--- config.mk ---
export PLATFORM = sky130hd
export DESIGN_NAME = mse_frame_tx_flat
export DESIGN_NICKNAME = d
export VERILOG_FILES = /design/src/rtl/mse_frame_tx_if.sv /design/src/rtl/mse_frame_tx.sv /design/src/flat_wrapper.sv
export SDC_FILE = /design/constraint.sdc
export NUM_CORES = 1
export LEC_CHECK = 0
export ABC_AREA = 1
export CAP_MARGIN = 5
export CORE_UTILIZATION = 45
export CTS_BUF_LIST = sky130_fd_sc_hd__clkbuf_16
export DETAILED_ROUTE_END_ITERATION = 12
export PLACE_DENSITY = 0.68
export SETUP_SLACK_MARGIN = 0.02
export SYNTH_ARGS = -nofsm -noshare
export SYNTH_HDL_FRONTEND = slang
export SYNTH_SLANG_ARGS = --single-unit
--- constraint.sdc ---
create_clock -name clk -period 5.1 [get_ports clk]
set_clock_uncertainty 0.05 [all_clocks]
set_input_delay 0.765 -clock clk [delete_from_list [all_inputs] [get_ports clk]]
set_output_delay 0.765 -clock clk [all_outputs]
set_load 0.005 [all_outputs]
--- src/rtl/mse_frame_tx_if.sv ---
// Purpose : bundles the collector-side capture strobe/data and the UART-side byte strobe
//           plus status for mse_frame_tx.
// Ports   : master = collector/bench side (drives mse_valid, mse_data, clr_ovr),
//           slave  = framer side (drives com_txvalid, com_txdata, busy, overrun).
interface mse_frame_tx_if #(
    parameter int NUM_CH  = 2,
    parameter int DATA_WL = 64
);
    logic                        mse_valid;
    logic [NUM_CH*DATA_WL-1:0]   mse_data;
    logic                        clr_ovr;
    logic                        com_txvalid;
    logic [7:0]                  com_txdata;
    logic                        busy;
    logic                        overrun;

    modport master (
        output mse_valid, mse_data, clr_ovr,
        input  com_txvalid, com_txdata, busy, overrun
    );

    modport slave (
        input  mse_valid, mse_data, clr_ovr,
        output com_txvalid, com_txdata, busy, overrun
    );
endinterface

--- src/rtl/mse_frame_tx.sv ---
// Purpose : captures NUM_CH MSE words and serialises HEADER, SEQ, data (MSB first), XOR CHK.
// Latency : HEADER strobe in the cycle after mse_valid; later bytes every BYTE_GAP cycles.
// Backpres: none downstream (UART has no ready); mse_valid while busy is dropped and flags overrun.
//
// Ports: clk, rstn (async active-low); bus (slave modport): mse_valid/mse_data/clr_ovr in,
//        com_txvalid/com_txdata/busy/overrun out, all outputs registered.
module mse_frame_tx #(
    parameter int          NUM_CH   = 2,
    parameter int          DATA_WL  = 64,
    parameter int          BYTE_GAP = 8700,
    parameter logic [7:0]  HEADER   = 8'hA5
) (
    input  logic          clk,
    input  logic          rstn,
    mse_frame_tx_if.slave bus
);
    localparam int BPC   = DATA_WL / 8;
    localparam int NB    = NUM_CH * BPC;
    localparam int L     = NB + 3;
    localparam int IDX_W = $clog2(L);
    localparam int GAP_W = (BYTE_GAP > 2) ? $clog2(BYTE_GAP - 1) : 1;

    localparam logic [IDX_W-1:0] LAST_IDX = IDX_W'(L - 1);
    localparam logic [GAP_W-1:0] GAP_LAST = GAP_W'(BYTE_GAP - 2);

    typedef enum logic [1:0] {IDLE, SEND, GAP} state_t;

    state_t                    state, state_nxt;
    logic [IDX_W-1:0]          idx, idx_nxt;     // index of the byte most recently strobed
    logic [GAP_W-1:0]          gap_cnt, gap_nxt;
    logic [NUM_CH*DATA_WL-1:0] shadow;
    logic [7:0]                seq;
    logic [7:0]                chk;
    logic [7:0]                byte_nxt;
    logic                      strobe;
    logic                      txvalid_q;
    logic [7:0]                txdata_q;
    logic                      busy_q;
    logic                      overrun_q;

    assign bus.com_txvalid = txvalid_q;
    assign bus.com_txdata  = txdata_q;
    assign bus.busy        = busy_q;
    assign bus.overrun     = overrun_q;

    // The state names the cycle being presented on the outputs: the strobe register is
    // loaded on the edge that enters SEND, so capture and HEADER share one edge.
    always_comb begin
        state_nxt = state;
        idx_nxt   = idx;
        gap_nxt   = gap_cnt;
        strobe    = 1'b0;
        unique case (state)
            IDLE: begin
                if (bus.mse_valid) begin
                    state_nxt = SEND;
                    idx_nxt   = '0;
                    strobe    = 1'b1;
                end
            end
            SEND: begin
                state_nxt = GAP;
                gap_nxt   = '0;
            end
            GAP: begin
                if (gap_cnt == GAP_LAST) begin
                    if (idx == LAST_IDX) begin
                        state_nxt = IDLE;
                    end else begin
                        state_nxt = SEND;
                        idx_nxt   = idx + 1'b1;
                        strobe    = 1'b1;
                    end
                end else begin
                    gap_nxt = gap_cnt + 1'b1;
                end
            end
            default: state_nxt = IDLE;
        endcase

        // Byte for idx_nxt. HEADER needs no shadow, so it can leave on the capture edge.
        byte_nxt = 8'h00;
        if (idx_nxt == '0) begin
            byte_nxt = HEADER;
        end else if (idx_nxt == IDX_W'(1)) begin
            byte_nxt = seq;
        end else if (idx_nxt == LAST_IDX) begin
            byte_nxt = chk;
        end else begin
            for (int j = 0; j < NB; j++) begin
                if (idx_nxt == IDX_W'(j + 2))
                    byte_nxt = shadow[(j / BPC) * DATA_WL + (BPC - 1 - (j % BPC)) * 8 +: 8];
            end
        end
    end

    always_ff @(posedge clk or negedge rstn) begin
        if (!rstn) begin
            state     <= IDLE;
            idx       <= '0;
            gap_cnt   <= '0;
            shadow    <= '0;
            seq       <= 8'h00;
            chk       <= 8'h00;
            txvalid_q <= 1'b0;
            txdata_q  <= 8'h00;
            busy_q    <= 1'b0;
            overrun_q <= 1'b0;
        end else begin
            state     <= state_nxt;
            idx       <= idx_nxt;
            gap_cnt   <= gap_nxt;
            txvalid_q <= strobe;
            busy_q    <= (state_nxt != IDLE);
            if (strobe)
                txdata_q <= byte_nxt;

            if (state == IDLE && bus.mse_valid) begin
                shadow <= bus.mse_data;
                chk    <= 8'h00;
            end else if (strobe) begin
                if (idx_nxt == LAST_IDX) begin
                    chk <= 8'h00;
                    seq <= seq + 8'd1;
                end else begin
                    chk <= chk ^ byte_nxt;
                end
            end

            // A dropped capture outranks a same-cycle clear.
            if (bus.mse_valid && state != IDLE)
                overrun_q <= 1'b1;
            else if (bus.clr_ovr)
                overrun_q <= 1'b0;
        end
    end
endmodule
--- src/flat_wrapper.sv ---
// flat-port wrapper written by rule: the top's interface ports become plain ports
module mse_frame_tx_flat 
#(
    parameter int          NUM_CH   = 2,
    parameter int          DATA_WL  = 64,
    parameter int          BYTE_GAP = 8700,
    parameter logic [7:0]  HEADER   = 8'hA5
)
  (clk, rstn, bus_mse_valid, bus_mse_data, bus_clr_ovr, bus_com_txvalid, bus_com_txdata, bus_busy, bus_overrun);
  mse_frame_tx_if #(.NUM_CH(NUM_CH), .DATA_WL(DATA_WL)) bus_i ();
  input  logic clk;
  input  logic rstn;
  input wire logic [$bits(bus_i.mse_valid)-1:0] bus_mse_valid;
  input wire logic [$bits(bus_i.mse_data)-1:0] bus_mse_data;
  input wire logic [$bits(bus_i.clr_ovr)-1:0] bus_clr_ovr;
  output wire logic [$bits(bus_i.com_txvalid)-1:0] bus_com_txvalid;
  output wire logic [$bits(bus_i.com_txdata)-1:0] bus_com_txdata;
  output wire logic [$bits(bus_i.busy)-1:0] bus_busy;
  output wire logic [$bits(bus_i.overrun)-1:0] bus_overrun;
  assign bus_i.mse_valid = bus_mse_valid;
  assign bus_i.mse_data = bus_mse_data;
  assign bus_i.clr_ovr = bus_clr_ovr;
  assign bus_com_txvalid = bus_i.com_txvalid;
  assign bus_com_txdata = bus_i.com_txdata;
  assign bus_busy = bus_i.busy;
  assign bus_overrun = bus_i.overrun;
  mse_frame_tx #(.NUM_CH(NUM_CH), .DATA_WL(DATA_WL), .BYTE_GAP(BYTE_GAP), .HEADER(HEADER)) u_core (.clk(clk), .rstn(rstn), .bus(bus_i));
endmodule
==> impl_metrics.toml, run 1 <==
[die]
dieWidth_um = 140
coreArea_sq_um = 18600
row_count = 50
initial_core_util_pct = 45.8
pin_count = 143
die-area_sq_um = 19500
die_h_um = 140

[sta]
fin_setup_tns_ns = 0
max_slew.worst_pin.slew_ns = 0.959
rsz0062_at_grt = "no"
fmax_mhz = 281
period_needed_ns = 3.56
final.period_utilization_pct = 69.7
timing.final.ws_setup_ns = 1.54
final-hold-violation-count = 0
setup_viol = 0
slew_headroom_pct = 36.1
timing.hold.ws_ns = 0.381
finalMaxSlewViolations = 0

[layout]
n_fill_cell = 1613
post-route-util_pct = 58.1
area_growth_syn_to_layout_pct = 26.7
layout_commonest_cell = "nand2_1"
drive_gt1_share_pct = 18.9
multiInputGateArea_sq_um = 3700
antenna_cells = 0
nets = 1190
regArea_sq_um = 4400
mostFrequentLayoutCells = "nand2_1 (186), dfrtp_1 (176), clkdlybuf4s50_1 (141), nor2_1 (109), mux2_2 (100)"
final_area_sq_um = 10800

[synthesis]
yosysWarnings = 0
syn_area_sq_um = 8550
syn_avg_cell_area_sq_um = 9.41
ys_seq_elements = 176
synthArstFlopShare_pct = 100
seq_area_frac_synth_pct = 51.5
synth_nets = 1045
yosysTopAreaCellShare_pct = 51.5
synth-main-ff-cell = "dfrtp_1"
synthDistinctLibCells = 36
yosysTopAreaCell = "dfrtp_1"
synth-edff-count = 0
synth_area_leaders = "dfrtp_1 (52%), mux2_2 (13%), nand2_1 (8.2%)"
netlist_instances = 908

[setup_path]
slowest_delay_ns = 0.49
worstSetupStartpointType = "primary input"
cpMostUsedCell = "nor2_1"
regToRegStartpoint = "u_core.state[1]$_DFF_PN0_"
worstPathArrival_ns = 3.83
cpMaxStageDelayCell = "nand2_4"
crit_type = "primary input to flop"
r2r-end = "u_core.chk[6]$_DFFE_PN0P_"
path_max_fanout = 52
reg2reg_depth = 18
path_cells = "clkdlybuf4s50_1 -> nand2_4 -> o21ai_0 -> inv_1 -> nand2_4 -> nand3_2 -> nor2_1 -> inv_2 -> nor2_1 -> nor2_1 -> nand4_1 -> nand2_1 -> nand4_1 -> nor2_1 -> nand4_1 -> nor2_1 -> nand2_1 -> nand2_1 -> nand3_1 -> nand3_1 -> nand2_1"
worstPathRequired_ns = 5.37
crit_path_end_kind = "flop"
rrSetupSlack_ns = 1.79

[routing]
met1Wirelength_um = 9830
dr_wl_met2_um = 9960
top_layer = "met4"
wl_met3_um = 876
via_per_inst = 5.12
drtIter0Drc = 532
ant_nets = 0
vias = 6654
wirelength_um = 20900
dr.pass1.iters = 5
drc = 0
wl_per_cell_um = 16.1

[global_route]
first_global_vias = 6494
grt_overflow = 0
track_usage_pct = 22.7
grt_antenna_before_repair = 0
grt_max_degree = 101
grt_pass1_wl_um = 34100

[placement]
gp_congestion = 0.817
dpl_worst_slack_ns = 1.09
dp_hpwl_um = 15500
port_buffers = 142
place_area_sq_um = 10200

[clock_tree]
hold_buffers = 0
cts_sinks = 176
ctsLongestPathBuffers = 2
cts_made_buffers = 17
clkTransAtPathRegs_ns = 0.07
cts_setup_buffers = 0
cts_tree = "done"
cts_root_buf = "clkbuf_16"
cts_max_level = 4
ctsResizeCount = 0
clk_latency_ns = 0.43

[power]
power.leakage_uw = 0.00535
peakVddDrop_v = 0.000205
power_density_nw_per_um2 = 267

[flow_run]
drv_cap = 0

[outcome]
run_status = "finished clean"

[min_path]
min_path_type = "primary input to async pin"
## flip-flops by register name, indices dropped and copies added (netlist names)
register                count
u_core.idx                  5
u_core.shadow             128
u_core.bus.overrun          1
u_core.state                2
u_core.chk                  8
u_core.gap_cnt             14
u_core.seq                  8
u_core.bus.com_txvalid      1
u_core.bus.busy             1
u_core.bus.com_txdata       8
## cells by family after synthesis
logic type                 share of synthesized area, %
AOI/OAI and AO/OA                                  5.36
adders and majority gates                         0.732
xor gates and xnor gates                           1.02
muxes                                              13.3
DFF                                                51.5
buffers and inverters                              5.30
and+or+nand+nor                                    22.8
## worst max path at each step
stage / depth (start not counted) / endpoint / slack, ns / start
floorplan: 18 / u_core.chk[1]$_DFFE_PN0P_ / 2.50 / u_core.gap_cnt[0]$_DFFE_PN0P_
global placement: 21 / u_core.chk[6]$_DFFE_PN0P_ / 1.12 / bus_mse_valid
detailed placement: 21 / u_core.chk[6]$_DFFE_PN0P_ / 1.09 / bus_mse_valid
CTS: 21 / u_core.chk[6]$_DFFE_PN0P_ / 1.52 / bus_mse_valid
global route: 21 / u_core.chk[0]$_DFFE_PN0P_ / 1.21 / bus_mse_valid
finish: 21 / u_core.chk[6]$_DFFE_PN0P_ / 1.54 / bus_mse_valid
## final cells by class
| cell class | count | share of cell area (%) |
|---|---|---|
| clock inverters | 15 | 1.72 |
| flip-flops and latches | 176 | 40.7 |
| inverters | 97 | 3.38 |
| repair buffers | 147 | 13.5 |
| multi-input cells | 614 | 34.1 |
| well taps | 234 | 2.70 |
| clock buffers | 17 | 3.93 |
## cells in the mapped netlist (2+ instances only)
cell,n
nand3_4,2
nand2_1,187
nor2_8,2
a21oi_1,55
nor4_1,2
or2_2,3
xor2_1,7
nand2_2,10
mux2_2,100
nand3_1,31
a21oi_4,2
o22ai_1,5
o21ai_1,4
nor2_1,109
nor2_2,12
o21ai_0,13
ha_1,5
nand3_2,2
inv_1,83
xnor2_1,3
and3_1,2
nand2_4,6
buf_1,5
nor3_1,4
dfrtp_1,176
nand4_1,33
clkbuf_1,15
inv_2,13
a31oi_1,3
nor2_4,7
o21a_1,2
## per-layer routing
layer	vias up	global-route usage, %
met2	161	35.9
met5	-	0
li1	3243	-
met1	3228	31.7
met4	0	5.67
met3	22	4.78
## stage by stage
step	power, uW	std cells
2_1_floorplan	1420	908
3_3_place_gp	1570	1268
3_5_place_dp	1570	1268
4_1_cts	2930	1300
5_1_grt	2980	1300
6_report	2900	1300
## report_power, final
part,internal (uW),total (uW),switching (uW)
registers,1400,1400,0.254
logic,90.2,139,48.7
clock network,747,1360,615
total,2230,2900,664
## worst max-delay path, delay by kind of cell
| kind | cells | cell delay (ns) |
|---|---|---|
| simple gates | 17 | 2.17 |
| buf+inv | 3 | 0.68 |
| compound gates | 1 | 0.19 |
Power figures use the tool's default switching activity.
==> run 2, diff against run 1 <==
- clock period: 5.1 -> 3.4 ns (I/O delays scaled with it)
==> run 2 against run 1 <==
Effect of this change:
- cell count increased by 4.7%
- combinational power up 52%
- utilization up 3.1 points
==> impl_metrics.toml, run 2 (synthesis gave the netlist of run 1 again) <==
[outcome]
run_status = "finished clean"

[layout]
nets = 1251
mostFrequentLayoutCells = "nand2_1 (182), dfrtp_1 (175), clkdlybuf4s50_1 (141), mux2_2 (100), nor2_1 (97)"
antenna_cells = 0
drive_gt1_share_pct = 25.7
layout_commonest_cell = "nand2_1"
final_area_sq_um = 11400
top_regs = "u_core.shadow x128, u_core.gap_cnt x14"
n_fill_cell = 1590
area_growth_syn_to_layout_pct = 33.4
largest_reg_flops = 128
top_register = "u_core.shadow"
post-route-util_pct = 61.2

[clock_tree]
cts_made_buffers = 17
cts_root_buf = "clkbuf_16"
clkTransAtPathRegs_ns = 0.07
cts_tree = "done"
cts_sinks = 176
cts_max_level = 4
hold_buffers = 0
clk_latency_ns = 0.44
ctsLongestPathBuffers = 2

[die]
die_h_um = 140
pin_count = 143
initial_core_util_pct = 45.8
row_count = 50
dieWidth_um = 140
coreArea_sq_um = 18600
die-area_sq_um = 19500

[routing]
via_per_inst = 5.11
drtIter0Drc = 462
wl_per_cell_um = 16.1
wirelength_um = 21900
ant_nets = 0
vias = 6957
dr.pass1.iters = 6
drc = 0

[setup_path]
critPathBufInv = 6
slowest_delay_ns = 0.46
cpMaxStageDelayCell = "dfrtp_2"
critPathTopFamily = "simple AND/OR/NAND/NOR gates"
worstPathRequired_ns = 3.68
path_max_fanout = 4
crit_path_end_kind = "flop"
worstPathArrival_ns = 3.46
worstSetupStartpointType = "flop"
crit_type = "flop to flop"

[sta]
final-hold-violation-count = 0
fmax_mhz = 314
max_slew.worst_pin.slew_ns = 0.741
finalMaxSlewViolations = 0
final.period_utilization_pct = 93.6
timing.hold.ws_ns = 0.0567
period_needed_ns = 3.18
rsz0062_at_grt = "yes"
setup_viol = 0
slew_headroom_pct = 50.6

[global_route]
grt_overflow = 0
first_global_vias = 6808
grt_max_degree = 79
grt_pass1_wl_um = 34800
track_usage_pct = 23.0
grt_antenna_before_repair = 0

[placement]
place_area_sq_um = 10500
gp_congestion = 0.836
dp_hpwl_um = 16100
port_buffers = 142

[power]
power.leakage_uw = 0.00567
power_density_nw_per_um2 = 369
peakVddDrop_v = 0.000343

[flow_run]
drv_cap = 0

[min_path]
min_path_type = "primary input to async pin"
run 2: cell count changes in the layout (fill, tap and decap cells not counted), moves of 4 or more:
cell / change
nor2_4: +4
nand2_4: +4
nor2_1: -12
nor2_2: +8
nand2_1: -4
buf_4: +59
nand3_1: -4
run 2: path summary, 6_finish.rpt:
kind | to | depth (start not counted) | from | slack (ns)
worst max-delay path | u_core.chk[3]$_DFFE_PN0P_ | 27 | u_core.idx[1]$_DFF_PN0_ | 0.22
worst min-delay path | u_core.shadow[60]$_DFFE_PN0P_ | 1 | rstn | 0.06
worst max register to register | u_core.chk[3]$_DFFE_PN0P_ | 27 | u_core.idx[1]$_DFF_PN0_ | 0.22
worst min register to register | u_core.seq[7]$_DFFE_PN0P_ | 1 | u_core.seq[7]$_DFFE_PN0P_ | 0.43
max in group asynchronous | u_core.bus.com_txdata[3]$_DFFE_PN0P_ | 2 | rstn | 2.35
min in group clk | u_core.seq[7]$_DFFE_PN0P_ | 1 | u_core.seq[7]$_DFFE_PN0P_ | 0.43
run 2: what timing repair did:
action / CTS / global route
setup endpoints to repair: 0 / 13
resized for setup: 0 / 42
buffers inserted: 0 / 26
run 2: where the power goes:
group / internal [uW] / leakage [uW] / switching [uW] / total, uW
Combinational: 138 / 0.00315 / 73.0 / 211
Sequential: 2090 / 0.00224 / 0.370 / 2090
Clock: 976 / 0.000285 / 933 / 1910
Total: 3210 / 0.00567 / 1010 / 4210
run 2: final cells by class:
cell class                      instances  area [sq um]  area share (%)
Sequential cell                       176          4410            38.6
Multi-Input combinational cell        614          3850            33.7
Timing Repair Buffer                  208          1930            16.9
Clock buffer                           17           425            3.73
Inverter                               97           367            3.21
Tap cell                              234           293            2.57
Clock inverter                         15           141            1.24
run 2: metal layers:
layer / wire length [um] / vias up / track usage [%] / part of all wire (%)
li1: - / 3378 / - / -
met1: 10100 / 3352 / 31.3 / 46
met2: 10500 / 193 / 36.6 / 48
met3: 926 / 34 / 4.54 / 4.2
met4: 449 / 0 / 7.92 / 2.0
met5: 0 / - / 0 / 0
run 2: through the flow:
stage	setup slack, ns	setup TNS [ns]	instances	power, uW
global placement	-0.0905	-0.225	1304	2350
CTS	0.0203	0	1336	4240
finish	0.217	0	1361	4210
global route	-0.0226	-0.0503	1361	4330
floorplan	0.804	0	908	2140
detailed placement	-0.123	-0.467	1304	2350
run 2: worst reg2reg max path, cell delays in order (launching register included):
cell and delay [ns]:
dfrtp_2 0.46, ha_4 0.18, nand2_2 0.06, inv_2 0.04, a21oi_4 0.19, nand3_4 0.12
nand3_1 0.11, nand2_2 0.12, inv_2 0.11, nor2_4 0.04, inv_4 0.09, nor2_2 0.05
inv_2 0.05, buf_4 0.10, buf_4 0.09, nor2_1 0.04, nor2_2 0.13, nand4_1 0.14
nor2_2 0.15, nand4_1 0.10, nor2_2 0.16, nand3_2 0.09, nand2_2 0.09, nand3_2 0.08
nand2_2 0.08, nand2_1 0.05, nand3_1 0.06, nand2_1 0.05
==> run 3, diff against run 2 <==
- CELL_PAD_IN_SITES_DETAIL_PLACEMENT: unset -> 0
- CELL_PAD_IN_SITES_GLOBAL_PLACEMENT: unset -> 1
- CORE_UTILIZATION: 45 -> 41
- MAX_ROUTING_LAYER: unset -> met4
- PLACE_DENSITY: 0.68 -> 0.79
- REMOVE_ABC_BUFFERS: unset -> 1
==> run 3 against run 2 <==
Effect of this change:
- sequential share of layout area rose by 0.68 points
- via count down 3.2%
- first-iteration DRC count decreased by 10%
- non-clock buffer count fell by 23
- global-route usage down 1.0 points
- largest cell class unchanged
- largest power group unchanged
- highest routed layer unchanged
==> impl_metrics.toml, run 3 (synthesis gave the netlist of run 1 again) <==
[setup_path]
crit_type = "flop to flop"
worstPathArrival_ns = 3.41
worstPathRequired_ns = 3.68
crit_path_end_kind = "flop"
worstSetupStartpointType = "flop"
path_max_fanout = 5

[global_route]
top_usage_layer = "met2"
grtUsageMet2_pct = 33.5
first_global_vias = 6749
grt_overflow = 0
track_usage_pct = 21.9
grt_max_degree = 76
grt_use_met3_pct = 3.03
grt_pass1_wl_um = 35400
grt_antenna_before_repair = 0
use_met1_pct = 30.9

[sta]
fmax_mhz = 319
timing.hold.ws_ns = 0.0460
finalMaxSlewViolations = 0
slew_headroom_pct = 45.8
final.period_utilization_pct = 92.3
rsz0062_at_grt = "no"
max_slew.worst_pin.slew_ns = 0.814
timing.final.ws_setup_ns = 0.263
setup_viol = 0
final-hold-violation-count = 0
period_needed_ns = 3.14

[layout]
nets = 1229
area_growth_syn_to_layout_pct = 31.2
top_regs = "u_core.shadow x128, u_core.gap_cnt x14"
final_area_sq_um = 11200
top_register = "u_core.shadow"
mostFrequentLayoutCells = "nand2_1 (186), dfrtp_1 (174), clkdlybuf4s50_1 (141), nor2_1 (102), mux2_2 (100)"
largest_reg_flops = 128
layout_commonest_cell = "nand2_1"
drive_gt1_share_pct = 22.6
antenna_cells = 0

[clock_tree]
cts_made_buffers = 17
cts_root_buf = "clkbuf_16"
cts_sinks = 176
ctsLongestPathBuffers = 2
cts_tree = "done"
clkTransAtPathRegs_ns = 0.08
clk_latency_ns = 0.44
hold_buffers = 0
cts_max_level = 4

[routing]
vias = 6733
drc = 0
dr.pass1.iters = 4
ant_nets = 0
wirelength_um = 22000
drtIter0Drc = 414
wl_per_cell_um = 16.0
via_per_inst = 4.90

[die]
initial_core_util_pct = 42.0
dieWidth_um = 146
coreArea_sq_um = 20400
die_h_um = 146
row_count = 52
die-area_sq_um = 21400
pin_count = 143

[power]
peakVddDrop_v = 0.000335
power_density_nw_per_um2 = 380
power_uw = 4260
power.leakage_uw = 0.00554

[placement]
dp_hpwl_um = 16300
dpl_worst_slack_ns = -0.0693
gp_congestion = 0.847
place_area_sq_um = 10500
port_buffers = 142

[min_path]
min_path_type = "primary input to async pin"

[flow_run]
drv_cap = 0

[outcome]
run_status = "finished clean"
-- run 3: cell types whose count changed in the layout (fill, tap and decap cells not counted), moves of 4 or more --
cell	before	now
buf_4	64	42
clkinv_8	0	4
nand2_1	182	186
nor2_1	97	102
nor2_4	11	7
-- run 3: per-layer routing --
| metal | up-vias | wire, um |
|---|---|---|
| met4 | 0 | 197 |
| met3 | 18 | 855 |
| met2 | 151 | 10200 |
| li1 | 3338 | - |
| met5 | - | 0 |
| met1 | 3226 | 10800 |
-- run 3: area by class of cell --
cell class | count | area (sq um)
Fill cell | 1859 | 9150
Sequential cell | 176 | 4410
Multi-Input combinational cell | 615 | 3750
Timing Repair Buffer | 185 | 1760
Clock buffer | 17 | 425
Inverter | 97 | 367
Tap cell | 270 | 338
Clock inverter | 15 | 168
-- run 3: path summary, 6_finish.rpt --
kind	from	end	slack (ns)	cells past startpoint
setup / recovery	u_core.gap_cnt[0]$_DFFE_PN0P_	u_core.chk[5]$_DFFE_PN0P_	0.26	24
hold / removal	rstn	u_core.shadow[36]$_DFFE_PN0P_	0.05	1
setup reg to reg	u_core.gap_cnt[0]$_DFFE_PN0P_	u_core.chk[5]$_DFFE_PN0P_	0.26	24
hold reg to reg	u_core.seq[7]$_DFFE_PN0P_	u_core.seq[7]$_DFFE_PN0P_	0.43	1
max in group asynchronous	rstn	u_core.shadow[25]$_DFFE_PN0P_	2.36	2
min in group clk	u_core.seq[7]$_DFFE_PN0P_	u_core.seq[7]$_DFFE_PN0P_	0.43	1
-- run 3: stage by stage --
stage,setup TNS [ns],util (%),std cells
after floorplan,-151.22,-,887
after global placement,-0.0514,51.5,1331
after detailed placement,-0.0936,51.5,1331
after CTS,0,54.4,1363
after global routing,0,55.1,1375
final,0,55.1,1375
-- run 3: worst max-delay path, cell delays in order (launching register included) --
cell	delay (ns)
dfrtp_1	0.40
inv_1	0.09
ha_2	0.22
nand3_1	0.13
nor2_4	0.15
and3_1	0.18
inv_2	0.05
nand2_4	0.10
nor2_2	0.05
inv_2	0.12
nor2_2	0.08
inv_2	0.09
nor2_1	0.05
nor2_2	0.14
nand4_1	0.09
nand2_1	0.09
nand4_1	0.14
nor2_2	0.17
nand4_1	0.12
nor2_2	0.17
nand2_1	0.07
nand2_1	0.08
nand3_1	0.08
nand3_1	0.08
nand2_1	0.05
-- run 3: what timing repair did --
action / 4_1_cts / 5_1_grt
setup endpoints to repair: 0 / 11
setup buffers: 0 / 11
gates resized for setup: 0 / 14
-- run 3: where the power goes --
| part | internal (uW) | switching, uW | total (uW) |
|---|---|---|---|
| Clock | 991 | 968 | 1960 |
| Combinational | 138 | 73.9 | 212 |
| Sequential | 2090 | 0.372 | 2090 |
| Total | 3220 | 1040 | 4260 |
